**src/rtl/ddr_arbiter.sv**
```systemverilog
// Two-port DDRAM burst arbiter: port A (ROM download) and port B (frame buffer) share one burst interface.
// Optional feature macro DDR_ARB_ROUND_ROBIN_EN alternates priority after every completed burst.
module ddr_arbiter #(
    parameter int ADDR_W  = 32,
    parameter int DATA_W  = 64,
    parameter int BURST_W = 8
) (
    input  logic                  clock,
    input  logic                  reset_n,

    input  logic                  a_rd,
    input  logic                  a_wr,
    input  logic [ADDR_W-1:0]     a_addr,
    input  logic [BURST_W-1:0]    a_burst,
    input  logic [DATA_W/8-1:0]   a_mask,
    input  logic [DATA_W-1:0]     a_din,
    output logic                  a_wait,
    output logic                  a_valid,
    output logic                  a_done,
    output logic [DATA_W-1:0]     a_dout,

    input  logic                  b_rd,
    input  logic                  b_wr,
    input  logic [ADDR_W-1:0]     b_addr,
    input  logic [BURST_W-1:0]    b_burst,
    input  logic [DATA_W/8-1:0]   b_mask,
    input  logic [DATA_W-1:0]     b_din,
    output logic                  b_wait,
    output logic                  b_valid,
    output logic                  b_done,
    output logic [DATA_W-1:0]     b_dout,

    output logic                  ddr_rd,
    output logic                  ddr_we,
    output logic [ADDR_W-1:0]     ddr_addr,
    output logic [BURST_W-1:0]    ddr_burst,
    output logic [DATA_W/8-1:0]   ddr_be,
    output logic [DATA_W-1:0]     ddr_din,
    input  logic [DATA_W-1:0]     ddr_dout,
    input  logic                  ddr_busy,
    input  logic                  ddr_valid
);

    localparam logic [1:0] ST_IDLE    = 2'd0;
    localparam logic [1:0] ST_RD_CMD  = 2'd1;
    localparam logic [1:0] ST_RD_DATA = 2'd2;
    localparam logic [1:0] ST_WR      = 2'd3;

    localparam logic [BURST_W-1:0] ONE = BURST_W'(1);

    logic [1:0]          state_q, state_d;
    logic                grant_q, grant_d;
    logic [BURST_W-1:0]  beats_q, beats_d;

    logic                a_req, b_req, pick_b;
    logic                g_rd, g_wr;
    logic [ADDR_W-1:0]   g_addr;
    logic [BURST_W-1:0]  g_burst;
    logic [DATA_W/8-1:0] g_mask;
    logic [DATA_W-1:0]   g_din;
    logic                g_wait, g_valid, g_done, wr_beat;

    // A zero-length burst is serviced as a single beat everywhere.
    function automatic logic [BURST_W-1:0] norm_len(input logic [BURST_W-1:0] len);
        return (len == '0) ? ONE : len;
    endfunction

    assign a_req = a_rd | a_wr;
    assign b_req = b_rd | b_wr;

`ifdef DDR_ARB_ROUND_ROBIN_EN
    logic prio_b_q, prio_b_d;
    assign pick_b = b_req & (~a_req | prio_b_q);
`else
    assign pick_b = b_req & ~a_req;
`endif

    always_comb begin
        if (grant_q) begin
            g_rd    = b_rd;
            g_wr    = b_wr;
            g_addr  = b_addr;
            g_burst = norm_len(b_burst);
            g_mask  = b_mask;
            g_din   = b_din;
        end else begin
            g_rd    = a_rd;
            g_wr    = a_wr;
            g_addr  = a_addr;
            g_burst = norm_len(a_burst);
            g_mask  = a_mask;
            g_din   = a_din;
        end
    end

    always_comb begin
        g_wait    = 1'b1;
        g_valid   = 1'b0;
        g_done    = 1'b0;
        wr_beat   = 1'b0;
        ddr_rd    = 1'b0;
        ddr_we    = 1'b0;
        ddr_addr  = '0;
        ddr_burst = '0;
        ddr_be    = '0;
        ddr_din   = '0;
        case (state_q)
            ST_RD_CMD: begin
                ddr_rd    = g_rd;
                ddr_addr  = g_addr;
                ddr_burst = g_burst;
                g_wait    = ddr_busy;
            end
            ST_RD_DATA: begin
                g_valid = ddr_valid;
                g_done  = ddr_valid && (beats_q == ONE);
            end
            ST_WR: begin
                ddr_we    = g_wr;
                ddr_addr  = g_addr;
                ddr_burst = g_burst;
                ddr_be    = g_mask;
                ddr_din   = g_din;
                g_wait    = ddr_busy;
                wr_beat   = g_wr & ~ddr_busy;
                g_done    = wr_beat && (beats_q == ONE);
            end
            default: ;
        endcase
    end

    // Non-granted port is always stalled; read data is broadcast, qualified only by valid.
    assign a_wait  = grant_q ? 1'b1 : g_wait;
    assign b_wait  = grant_q ? g_wait : 1'b1;
    assign a_valid = ~grant_q & g_valid;
    assign b_valid = grant_q & g_valid;
    assign a_done  = ~grant_q & g_done;
    assign b_done  = grant_q & g_done;
    assign a_dout  = ddr_dout;
    assign b_dout  = ddr_dout;

    always_comb begin
        state_d = state_q;
        grant_d = grant_q;
        beats_d = beats_q;
        case (state_q)
            ST_IDLE: begin
                if (a_req | b_req) begin
                    grant_d = pick_b;
                    beats_d = norm_len(pick_b ? b_burst : a_burst);
                    state_d = (pick_b ? b_rd : a_rd) ? ST_RD_CMD : ST_WR;
                end
            end
            ST_RD_CMD: begin
                if (g_rd && !ddr_busy) state_d = ST_RD_DATA;
            end
            ST_RD_DATA: begin
                if (ddr_valid) begin
                    beats_d = beats_q - ONE;
                    if (beats_q == ONE) state_d = ST_IDLE;
                end
            end
            ST_WR: begin
                if (wr_beat) begin
                    beats_d = beats_q - ONE;
                    if (beats_q == ONE) state_d = ST_IDLE;
                end
            end
            default: state_d = ST_IDLE;
        endcase
    end

`ifdef DDR_ARB_ROUND_ROBIN_EN
    always_comb begin
        prio_b_d = prio_b_q;
        if (g_done) prio_b_d = ~grant_q;
    end

    always_ff @(posedge clock) begin
        if (!reset_n) prio_b_q <= 1'b0;
        else          prio_b_q <= prio_b_d;
    end
`endif

    always_ff @(posedge clock) begin
        if (!reset_n) begin
            state_q <= ST_IDLE;
            grant_q <= 1'b0;
            beats_q <= '0;
        end else begin
            state_q <= state_d;
            grant_q <= grant_d;
            beats_q <= beats_d;
        end
    end

endmodule

```
**config.mk**
```make
export PLATFORM = sky130hd
export DESIGN_NAME = ddr_arbiter
export DESIGN_NICKNAME = d
export VERILOG_FILES = /design/src/rtl/ddr_arbiter.sv
export SDC_FILE = /design/constraint.sdc
export NUM_CORES = 1
export LEC_CHECK = 0
export BUFFER_PORTS_ARGS = -buffer_cell sky130_fd_sc_hd__buf_2
export CAP_MARGIN = 5
export CORE_AREA = 2 2 213 215
export DETAILED_ROUTE_END_ITERATION = 8
export DIE_AREA = 0 0 215 217
export GPL_TIMING_DRIVEN = 1
export HOLD_SLACK_MARGIN = 0.15
export PLACE_DENSITY = 0.39
export SLEW_MARGIN = 20
export SYNTH_ARGS = -nofsm -noshare
export SYNTH_HDL_FRONTEND = slang
export SYNTH_SLANG_ARGS = --single-unit
```
**constraint.sdc**
```tcl
create_clock -name clock -period 5.5 [get_ports clock]
set_input_delay 1.65 -clock clock [delete_from_list [all_inputs] [get_ports clock]]
set_output_delay 1.65 -clock clock [all_outputs]
set_load 0.05 [all_outputs]
```
# Word level (Yosys, flattened, before mapping)
# Cells that the tools add are included.
# totals
input_bits	296
ff_bits	11
wordCells	71
# op_classes
addsub	1
n_bitwise	12
reduce_logical	13
n_mux	34
n_eq_ne	8
# op_table
operator	count
$mux 64	2
$mux 8	11
$mux 32	2
$logic_not 8->1	3
$pmux 8 s3	1
$mux 2	6
$mux 1	10
$eq 8x1->1 const B	1
$ne 2x2->1 const B	4
$pmux 2 s4	1
$reduce_and 4->1	2
$sub 8x1->8 const B	1
$and 1x1->1	6
$eq 2x2->1 const B	2
$logic_and 1x1->1	3
$not 1->1	3
$or 1x1->1	3
$reduce_bool 3->1	1
$eq 2x1->1 const B	1
$logic_not 2->1	1
$pmux 1 s2	1
$reduce_and 2->1	1
$reduce_or 2->1	1
$logic_not 1->1	1

# Longest topological paths before layout
# Gate-level depths: netlist of the first run.
# logic_depth
word_depth	8
depth_mapped	7
mapped_depth_nobuf	6

# Least setup slack after synthesis of the first run
# OpenSTA, ideal clock, no wires.
# synth_timing
kind	input -> output
from	input port a_burst[4]
to	output port ddr_burst[0]
path_buffers	0
arrival_ns	2.865
stages	3
required_ns	3.850
setup_slack_ns	0.985
cell_sequence	or4_1 -> nor4_1 -> o311a_1
# synth_via
elab_chain_cells	4
# synth_rtl
item	line	rtl
from (decl)	14	input logic [BURST_W-1:0] a_burst,
$logic_not 8->1	65	return (len == '0) ? ONE : len;
$mux 8	65	
$mux 8	79	if (grant_q) begin
$mux 8	107	case (state_q)
to (decl)	36	output logic [BURST_W-1:0] ddr_burst,
# Every way passes these cells.

# Worst setup path in the final report of the first run
# Ends and elaborated chain as after synthesis.

==> results.md, run 1 <==
* Root buf cell: clkbuf_16
* Clock sinks at 11
* Psw at 1.247 mW
* Port bufs at 351
* Crit path kind: in -> out
* HPWL after detailed placement at 15010 um
* Global Route met1 Usage at 7.689%
* WL/cell at 13.38 um
* Layout cells sized above 1 at 52.05%
* Number of global-route vias before repair at 3731
* CP startpoint kind: primary input
* Fin. Hold Viols at 0
* Gate Count Post-Synth at 508
* Switch share at 62.36%
* Status: finished clean
* Worst Hold Launch: beats_q[5]$_SDFFE_PN0P_
* Max VDD drop at 0.1403 mV
* Largest net degree at the start of global routing at 77
* Buffers plus inverters on the worst setup path at 2
* Busiest layer in global routing: met2
* Register-to-register setup slack at 3.24 ns
* Number of setup violations in the final report at 0
* Yosys reg bits at 11
* Static leakage at 2.458 nW
* Die ar. at 46660 um^2
* Skew-Pair Late Insertion Delay at 0.24 ns
* Fin crit period at 4.739 ns
* Syn_area_per_cell at 7.337 um^2
* Worst-path fanout max at 3
* Num CTS Buffers at 3
* Die width at 215 um
* Hold depth at 2
* Clock power share at 6.6%
* Max-cap check violation count at 0
* Fmax at 211.0 MHz
* CTS tree: done
* Routed Antenna Nets at 0
* Yosys cell types at 46
* Synth Cell Area at 3727 um^2
* Reg2reg end: beats_q[2]$_SDFFE_PN0P_
* Setup Skew at 0.003214 ns
* Core Region at 44700 um^2
* Seq pwr share at 9.0%
* Clk buf depth at 2
* Worst hold margin at 0.4972 ns
* PD cells at 380.8 nW/um^2
* Period utilisation layout at 86.16%
* FP Rows at 78
* H-tree Lvls at 1
* Leading cell type in the layout, fill and taps excluded: buf_2
* Worst endpoint required time at 3.85 ns
* Worst Hold End: beats_q[5]$_SDFFE_PN0P_
* Syn-to-layout area delta at 40.89%
* Post-CTS Hold Buffers at 0
* Critical path arrival at 3.09 ns
* Via Count at 4106
* Normalized max-slew margin at 45.75%
* Min-Delay Path Class: reg -> reg
* CTS clk-pin slew, worst paths at 0.04 ns
* # IOs at 544
* Gate power share at 84.3%
* Origin of the critical flop-to-flop path: state_q[0]$_SDFFE_PN0P_
* Cts repair resizes at 0
* Syn Nets at 806
* Slew Limit Fails at 0
* Critical path's top delay family: simple AND/OR/NAND/NOR gates
* RSZ-0062 raised after global routing: no
* Cell Count, Final, Fillers Out at 1307
* GR Layer Usage met2 at 11.15%
* Starting Density at 8.339%
* CP max stage cell: or4_1
* First-pass DRT Iterations at 4
* Drt drc at 0
* WL final at 17490 um
* CP dominant cell by count: buf_2
* M3 GR Usage at 2.502%
* GRT Residual Overflow at 0
* Vias/cell at 3.142
* Ys Warns at 0
* Die Y at 217 um
* Initial DRC Count at 197
* R2R cell count at 6
* GPL Wtd Cong at 0.7907
* Most frequent cells in the layout: buf_2, mux2i_1, nor2_1
* Slew @ Worst Pin at 0.8137 ns
* Post-route setup TNS at 0 ns
* Final nets at 1006
* Internal at 0.7527 mW
* Initial antenna violation count at 5
* Placed Cells incl. Taps at 1303
* Antenna cells at 0
* First-pass GRT wire length at 23720 um
* Delay of the slowest cell on the worst path at 0.53 ns
* Critical Path End Type: primary output
* Total global-route track usage at 6.675%
* CP Cell Sequence: buf_2 > or4_1 > nor4_1 > o311a_1 > buf_2
* Post-CTS Setup Inserts at 0
* Seq/Total Area, Yosys at 5.908%
## area by class of cell
type / count / area [um^2]
sequential: 11 / 224.0
multi-input combinational: 330 / 2369
inverter: 6 / 22.52
timing repair buffer: 356 / 1807
fill: 5242 / 39450
tap: 600 / 750.7
clock buffer: 4 / 78.83
## worst reg2reg max path: cells and delay by family (launching register included)
kind | cells | cell delay (ns)
flops | 1 | 0.67
compound gates | 2 | 0.56
simple gates | 3 | 0.62
buf+inv | 1 | 0.36
## state kept, by name, summed over array words and instances, names as in the netlist
signal   flops
beats_q      8
state_q      2
grant_q      1
## layer usage
| metal | share of wire (%) | routed length, um | vias up |
|---|---|---|---|
| met2 | 48 | 8421 | 231 |
| met3 | 11 | 1882 | 43 |
| li1 | - | - | 1994 |
| met4 | 3.9 | 686 | 2 |
| met1 | 37 | 6489 | 1836 |
| met5 | 0.074 | 13 | - |
## power by group through the flow
stage | registers (mW) | clock network (mW) | logic, mW
after CTS | 0.181 | 0.137 | 1.70
after detailed placement | 0.182 | 0 | 1.70
after floorplan | 0.144 | 0 | 1.58
after global placement | 0.183 | 0 | 1.69
final | 0.180 | 0.133 | 1.69
after global routing | 0.189 | 0.142 | 1.79
## how the worst max path moves through the flow
stage | start | end | slack (ns) | cells past startpoint
finish | a_burst[4] | ddr_burst[0] | 0.76 | 5
global route | a_burst[4] | ddr_burst[0] | 0.65 | 5
CTS | a_burst[4] | ddr_burst[0] | 0.77 | 5
detailed placement | a_burst[4] | ddr_burst[0] | 0.77 | 5
global placement | a_burst[4] | ddr_burst[0] | 0.80 | 5
floorplan | a_burst[4] | ddr_burst[0] | 0.98 | 3
## cell usage after synthesis (all sizes together)
cell type | number | area share, %
nand4 | 1 | 0.17
dfxtp | 11 | 5.9
mux2i | 117 | 32
mux2 | 5 | 1.5
a21oi | 10 | 1.3
nor4 | 3 | 0.50
o311a | 2 | 0.54
buf | 145 | 28
nand2 | 15 | 1.6
or4 | 2 | 0.50
ha | 2 | 0.67
o21ai | 8 | 1.1
o31ai | 4 | 0.81
o41ai | 1 | 0.24
a311o | 1 | 0.27
nand3 | 5 | 0.67
and3 | 1 | 0.17
a21boi | 2 | 0.40
inv | 5 | 0.50
o2111ai | 2 | 0.47
nor3b | 1 | 0.20
nor2b | 41 | 6.9
clkbuf | 16 | 1.6
nand3b | 1 | 0.20
o31a | 1 | 0.24
clkinv | 1 | 0.10
nor3 | 4 | 0.97
nand2b | 1 | 0.17
nand4b | 1 | 0.24
and2 | 1 | 0.17
o211ai | 3 | 0.60
or3 | 3 | 0.50
nor2 | 85 | 8.6
o32ai | 6 | 2.1
o21a | 1 | 0.20
## through the flow
step	worst slack [ns]	utilization (%)	total power, mW	area [um^2]
final	0.7610	11.75	1.999	5251
after global routing	0.6458	11.75	2.125	5251
after CTS	0.7696	11.75	2.019	5251
after global placement	0.8031	11.57	1.873	5172
after detailed placement	0.7723	11.57	1.878	5172
after floorplan	0.9846	-	1.725	3727
## cell families after synthesis
logic type / count (synthesis) / synth area share, %
buffers and inverters: 167 / 30.61
AND/OR/NAND/NOR: 165 / 21.48
multiplexers: 122 / 33.03
AO/OA/AOI/OAI: 41 / 8.291
flip-flops: 11 / 5.908
adder cells (fa/ha/maj): 2 / 0.6713
(Power assumes the default switching activity.)
==> inputs of run 2 (changes only) <==
--- a/config.mk
+++ b/config.mk
@@ -12,7 +12,6 @@
 export DIE_AREA = 0 0 215 217
 export GPL_TIMING_DRIVEN = 1
 export HOLD_SLACK_MARGIN = 0.15
-export PLACE_DENSITY = 0.39
 export SLEW_MARGIN = 20
 export SYNTH_ARGS = -nofsm -noshare
 export SYNTH_HDL_FRONTEND = slang
==> run 2 against run 1 <==
Effect of this change:
- sequential power increased by 11%
- non-clock buffer count rose by 1
- cell count grew 0.15%
- register-to-register slack lost 0.06 ns
- die area unchanged
- largest cell class unchanged
- largest power group unchanged
- highest routed layer unchanged
==> results.md, run 2 (synthesis gave the netlist of run 1 again) <==
* Final nets at 1007
* Max-cap check violation count at 0
* Max VDD drop at 0.1568 mV
* WL final at 16250 um
* Skew-Pair Late Insertion Delay at 0.24 ns
* Slew Limit Fails at 0
* Switch share at 62.09%
* Biggest registers after layout: beats_q: 8 flops, state_q: 2 flops, grant_q: 1 flops
* Die Y at 217 um
* Fin. Hold Viols at 0
* Syn-to-layout area delta at 41.19%
* Post-CTS Setup Inserts at 0
* Slew @ Worst Pin at 0.8341 ns
* PD cells at 377.1 nW/um^2
* Critical path arrival at 3.11 ns
* CP Cell Sequence: buf_2 > or4_1 > nor4_1 > o311a_1 > buf_2
* Final instance area at 5263 um^2
* Die ar. at 46660 um^2
* Initial antenna violation count at 8
* Pre-CTS setup slack at 0.6665 ns
* H-tree Lvls at 1
* Clock sinks at 11
* GPL Wtd Cong at 0.7338
* Core Region at 44700 um^2
* Finished Core Util at 11.77%
* Setup Skew at 0.003584 ns
* Internal at 0.7523 mW
* Post-route setup TNS at 0 ns
* Num CTS Buffers at 3
* Clk buf depth at 2
* Drt drc at 0
* Die width at 215 um
* Port bufs at 351
* Leading cell type in the layout, fill and taps excluded: buf_2
* Fmax at 210.1 MHz
* First-pass GRT wire length at 22090 um
* Via Count at 3969
* Number of global-route vias before repair at 3568
* Min-Delay Path Class: reg -> reg
* HPWL after detailed placement at 13660 um
* Worst-path fanout max at 3
* Post-route setup slack at 0.7399 ns
* GRT Residual Overflow at 0
* Most frequent cells in the layout: buf_2, mux2i_1, nor2_1
* First-pass DRT Iterations at 4
* Psw at 1.232 mW
* CP startpoint kind: primary input
* Cts repair resizes at 0
* Post-CTS Hold Buffers at 0
* Delay of the slowest cell on the worst path at 0.62 ns
* Routed Antenna Nets at 0
* Static leakage at 2.464 nW
* Status: finished clean
* CTS clk-pin slew, worst paths at 0.04 ns
* Worst endpoint required time at 3.85 ns
* Power, Total at 1.984 mW
* Vias/cell at 3.032
* RSZ-0062 raised after global routing: no
* Normalized max-slew margin at 44.40%
* Starting Density at 8.339%
* FP Rows at 78
* # IOs at 544
* CTS tree: done
* Gate power share at 83.1%
* Register bank with the most flops: beats_q
* Largest register FFs at 8
* Fill count at 5227
* Layout cells sized above 1 at 52.26%
* Clock power share at 6.9%
* Total global-route track usage at 6.189%
* CP max stage cell: or4_1
* Placed cell area at 5181 um^2
* Largest net degree at the start of global routing at 75
* Fin crit period at 4.760 ns
* Initial DRC Count at 158
* Seq pwr share at 10.1%
* Number of setup violations in the final report at 0
* WL/cell at 12.42 um
* CP dominant cell by count: buf_2
* Crit path kind: in -> out
* Root buf cell: clkbuf_16
* Period utilisation layout at 86.55%
* Critical Path End Type: primary output
[run 2: cell types whose count changed in the layout (fill, tap and decap cells not counted), sizes merged]
cell   before  now
buf       356  357
diode       0    1
[run 2: power groups by stage]
stage | logic, mW | clock network, mW | registers, mW
6_report | 1.65 | 0.136 | 0.199
5_1_grt | 1.76 | 0.144 | 0.211
4_1_cts | 1.66 | 0.139 | 0.202
3_5_place_dp | 1.66 | 0 | 0.203
3_3_place_gp | 1.66 | 0 | 0.203
2_1_floorplan | 1.58 | 0 | 0.144
[run 2: per-layer routing]
layer	track usage [%]	wire length, um
met1	7.866	6756
met2	9.417	7162
met3	2.236	1656
met4	2.621	645
met5	0	33
[run 2: critical path, delay by kind of cell]
kind,cells,cell delay (ns)
AOI/OAI and AO/OA,1,0.18
buffers and inverters,2,0.37
and+or+nand+nor,2,0.90
[run 2: metrics by stage]
step | hold slack (ns) | std cells
finish | 0.4909 | 1309
global route | 0.5126 | 1308
CTS | 0.4910 | 1308
detailed placement | 0.4867 | 1304
global placement | 0.4803 | 1304
floorplan | 0.4561 | 508
[run 2: layout make-up]
cell class / instances / area [um^2] / area share [%]
multi-input cells: 330 / 2369 / 45.01
flip-flops and latches: 11 / 225.2 / 4.280
clock buffers: 4 / 78.83 / 1.498
well taps: 600 / 750.7 / 14.27
inverters: 6 / 22.52 / 0.4280
repair buffers: 357 / 1814 / 34.47
diodes: 1 / 2.502 / 0.04755
[run 2: worst paths after layout]
path / from / endpoint / slack, ns / cells after the start
max: a_burst[4] / ddr_burst[0] / 0.74 / 5
min: beats_q[5]$_SDFFE_PN0P_ / beats_q[5]$_SDFFE_PN0P_ / 0.49 / 2
max reg2reg: grant_q$_SDFFE_PN0P_ / state_q[1]$_SDFFE_PN0P_ / 3.18 / 6
min reg2reg: beats_q[5]$_SDFFE_PN0P_ / beats_q[5]$_SDFFE_PN0P_ / 0.49 / 2
==> inputs of run 3 (changes only) <==
--- a/config.mk
+++ b/config.mk
@@ -7,9 +7,9 @@
 export LEC_CHECK = 0
 export BUFFER_PORTS_ARGS = -buffer_cell sky130_fd_sc_hd__buf_2
 export CAP_MARGIN = 5
-export CORE_AREA = 2 2 213 215
+export CORE_AREA = 2 2 214 216
 export DETAILED_ROUTE_END_ITERATION = 8
-export DIE_AREA = 0 0 215 217
+export DIE_AREA = 0 0 216 218
 export GPL_TIMING_DRIVEN = 1
 export HOLD_SLACK_MARGIN = 0.15
 export SLEW_MARGIN = 20
==> constraint.sdc (replaced) <==
create_clock -name clock -period 4.64 [get_ports clock]
set_input_delay 1.392 -clock clock [delete_from_list [all_inputs] [get_ports clock]]
set_output_delay 1.392 -clock clock [all_outputs]
set_load 0.05 [all_outputs]
==> run 3 against run 2 <==
Effect of this change:
- utilization barely moved
- die area rose by 0.93%
- cell count did not move
- critical path depth did not move
- register-to-register slack got worse by 0.67 ns
- via count rose by 5.6%
- sequential power rose by 29%
==> results.md, run 3 (synthesis gave the netlist of run 1 again) <==
* WP depth at 5
* Largest register FFs at 8
* Die Y at 218 um
* Fmax at 242.6 MHz
* Cell Count, Final, Fillers Out at 1309
* Leading cell type in the layout, fill and taps excluded: buf_2
* Core Region at 44890 um^2
* Clock sinks at 11
* GPL Wtd Cong at 0.8073
* Status: finished clean
* Skew-Pair Late Insertion Delay at 0.24 ns
* Most frequent cells in the layout: buf_2, mux2i_1, nor2_1
* WL final at 18190 um
* Slew Limit Fails at 0
* Drt drc at 0
* Register-to-register setup slack at 2.51 ns
* WL/cell at 13.89 um
* Min-Delay Path Class: reg -> reg
* H-tree Lvls at 1
* Initial DRC Count at 250
* Root buf cell: clkbuf_16
* Antenna cells at 0
* Gate power share at 82.3%
* Fin. Hold Viols at 0
* Reg2reg end: state_q[1]$_SDFFE_PN0P_
* Static leakage at 2.472 nW
* Pre-CTS setup slack at 0.5365 ns
* CP max stage cell: or4_1
* HPWL after detailed placement at 15570 um
* Psw at 1.470 mW
* Total global-route track usage at 6.666%
* Area occupied by multi-input gates at 2369 um^2
* RSZ-0062 raised after global routing: no
* Critical path arrival at 2.73 ns
* CP Cell Sequence: buf_2 > or4_1 > nor4_1 > o311a_1 > buf_2
* Placed cell area at 5200 um^2
* Post-route setup TNS at 0 ns
* Post-CTS Hold Buffers at 0
* Critical Path End Type: primary output
* Post-CTS Setup Inserts at 0
* Port bufs at 351
* CP startpoint kind: primary input
* GRT Residual Overflow at 0
* FP Rows at 78
* Post-route setup slack at 0.5184 ns
* Num CTS Buffers at 3
* Worst endpoint required time at 3.25 ns
* Critical path's top delay family: simple AND/OR/NAND/NOR gates
* Fin crit period at 4.122 ns
* Cts repair resizes at 0
* Slew @ Worst Pin at 0.7472 ns
* Final nets at 1008
* Buffers plus inverters on the worst setup path at 2
* Number of global-route vias before repair at 3434
* Worst Setup SP: a_burst[4]
* Seq pwr share at 10.8%
* Biggest registers after layout: beats_q: 8 flops, state_q: 2 flops, grant_q: 1 flops
* CTS clk-pin slew, worst paths at 0.04 ns
* Initial antenna violation count at 11
* First-pass GRT wire length at 22980 um
* Die width at 216 um
* Switch share at 61.91%
* Origin of the critical flop-to-flop path: grant_q$_SDFFE_PN0P_
* Vias/cell at 3.202
* Starting Density at 8.303%
* Crit path capture: ddr_burst[0]
* Crit path kind: in -> out
* CTS tree: done
* R2R cell count at 5
* Period utilisation layout at 88.83%
* Final instance area at 5279 um^2
* Clock power share at 6.9%
* Worst-path fanout max at 3
* # IOs at 544
* First-pass DRT Iterations at 5
* Clk buf depth at 2
* Layout cells sized above 1 at 52.19%
* Max VDD drop at 0.1414 mV
* Register bank with the most flops: beats_q
* FF/Latch Area at 224.0 um^2
* CP dominant cell by count: buf_2
* Placed Cells incl. Taps at 1305
* Syn-to-layout area delta at 41.62%
* Delay of the slowest cell on the worst path at 0.52 ns
* Number of setup violations in the final report at 0
* Worst hold margin at 0.4875 ns
* Fill count at 5228
* Die ar. at 47090 um^2
* Max-cap check violation count at 0
* Normalized max-slew margin at 50.19%
* Largest net degree at the start of global routing at 72
* Via Count at 4192
* Hold depth at 2
* PD cells at 449.7 nW/um^2
* Routed Antenna Nets at 0
* Internal at 0.9042 mW
* Setup Skew at 0.001771 ns
## run 3: cell types whose count changed in the layout (fill, tap and decap cells not counted), sizes merged
cell and change:
buf +1, diode -1
## run 3: stage by stage
stage	total power [mW]	util [%]
after global routing	2.508	11.76
after CTS	2.385	11.76
after detailed placement	2.216	11.58
final	2.374	11.76
after floorplan	2.045	-
after global placement	2.218	11.58
## run 3: metal layers
| layer | track usage, % | share of wire, % | up-vias |
|---|---|---|---|
| met5 | 0 | 0.20 | - |
| met4 | 2.580 | 3.7 | 6 |
| met3 | 2.650 | 12 | 62 |
| met2 | 10.11 | 44 | 263 |
| met1 | 8.430 | 40 | 1858 |
| li1 | - | - | 2003 |
## run 3: power by group through the flow
| stage | registers [mW] | clock network (mW) | logic [mW] |
|---|---|---|---|
| after floorplan | 0.170 | 0 | 1.87 |
| after global placement | 0.262 | 0 | 1.96 |
| after detailed placement | 0.260 | 0 | 1.96 |
| after CTS | 0.258 | 0.165 | 1.96 |
| after global routing | 0.270 | 0.169 | 2.07 |
| final | 0.256 | 0.164 | 1.95 |
## run 3: worst min path at each step
stage / end / startpoint / slack (ns)
after floorplan: beats_q[5]$_SDFFE_PN0P_ / beats_q[5]$_SDFFE_PN0P_ / 0.46
after global placement: beats_q[5]$_SDFFE_PN0P_ / beats_q[5]$_SDFFE_PN0P_ / 0.48
after detailed placement: beats_q[5]$_SDFFE_PN0P_ / beats_q[5]$_SDFFE_PN0P_ / 0.49
after CTS: beats_q[5]$_SDFFE_PN0P_ / beats_q[5]$_SDFFE_PN0P_ / 0.49
after global routing: beats_q[5]$_SDFFE_PN0P_ / beats_q[5]$_SDFFE_PN0P_ / 0.52
final: beats_q[5]$_SDFFE_PN0P_ / beats_q[5]$_SDFFE_PN0P_ / 0.49
## run 3: layout make-up
class                   count  area share [%]
clock buffers               4           1.493
inverters                   6          0.4266
multi-input cells         330           44.87
flip-flops and latches     11           4.243
well taps                 600           14.22
repair buffers            358           34.75
## run 3: tightest hold or removal path: cells and delay by family (launching register included)
kind               cells  cell delay (ns)
AOI/OAI and AO/OA      2             0.13
DFF                    1             0.30
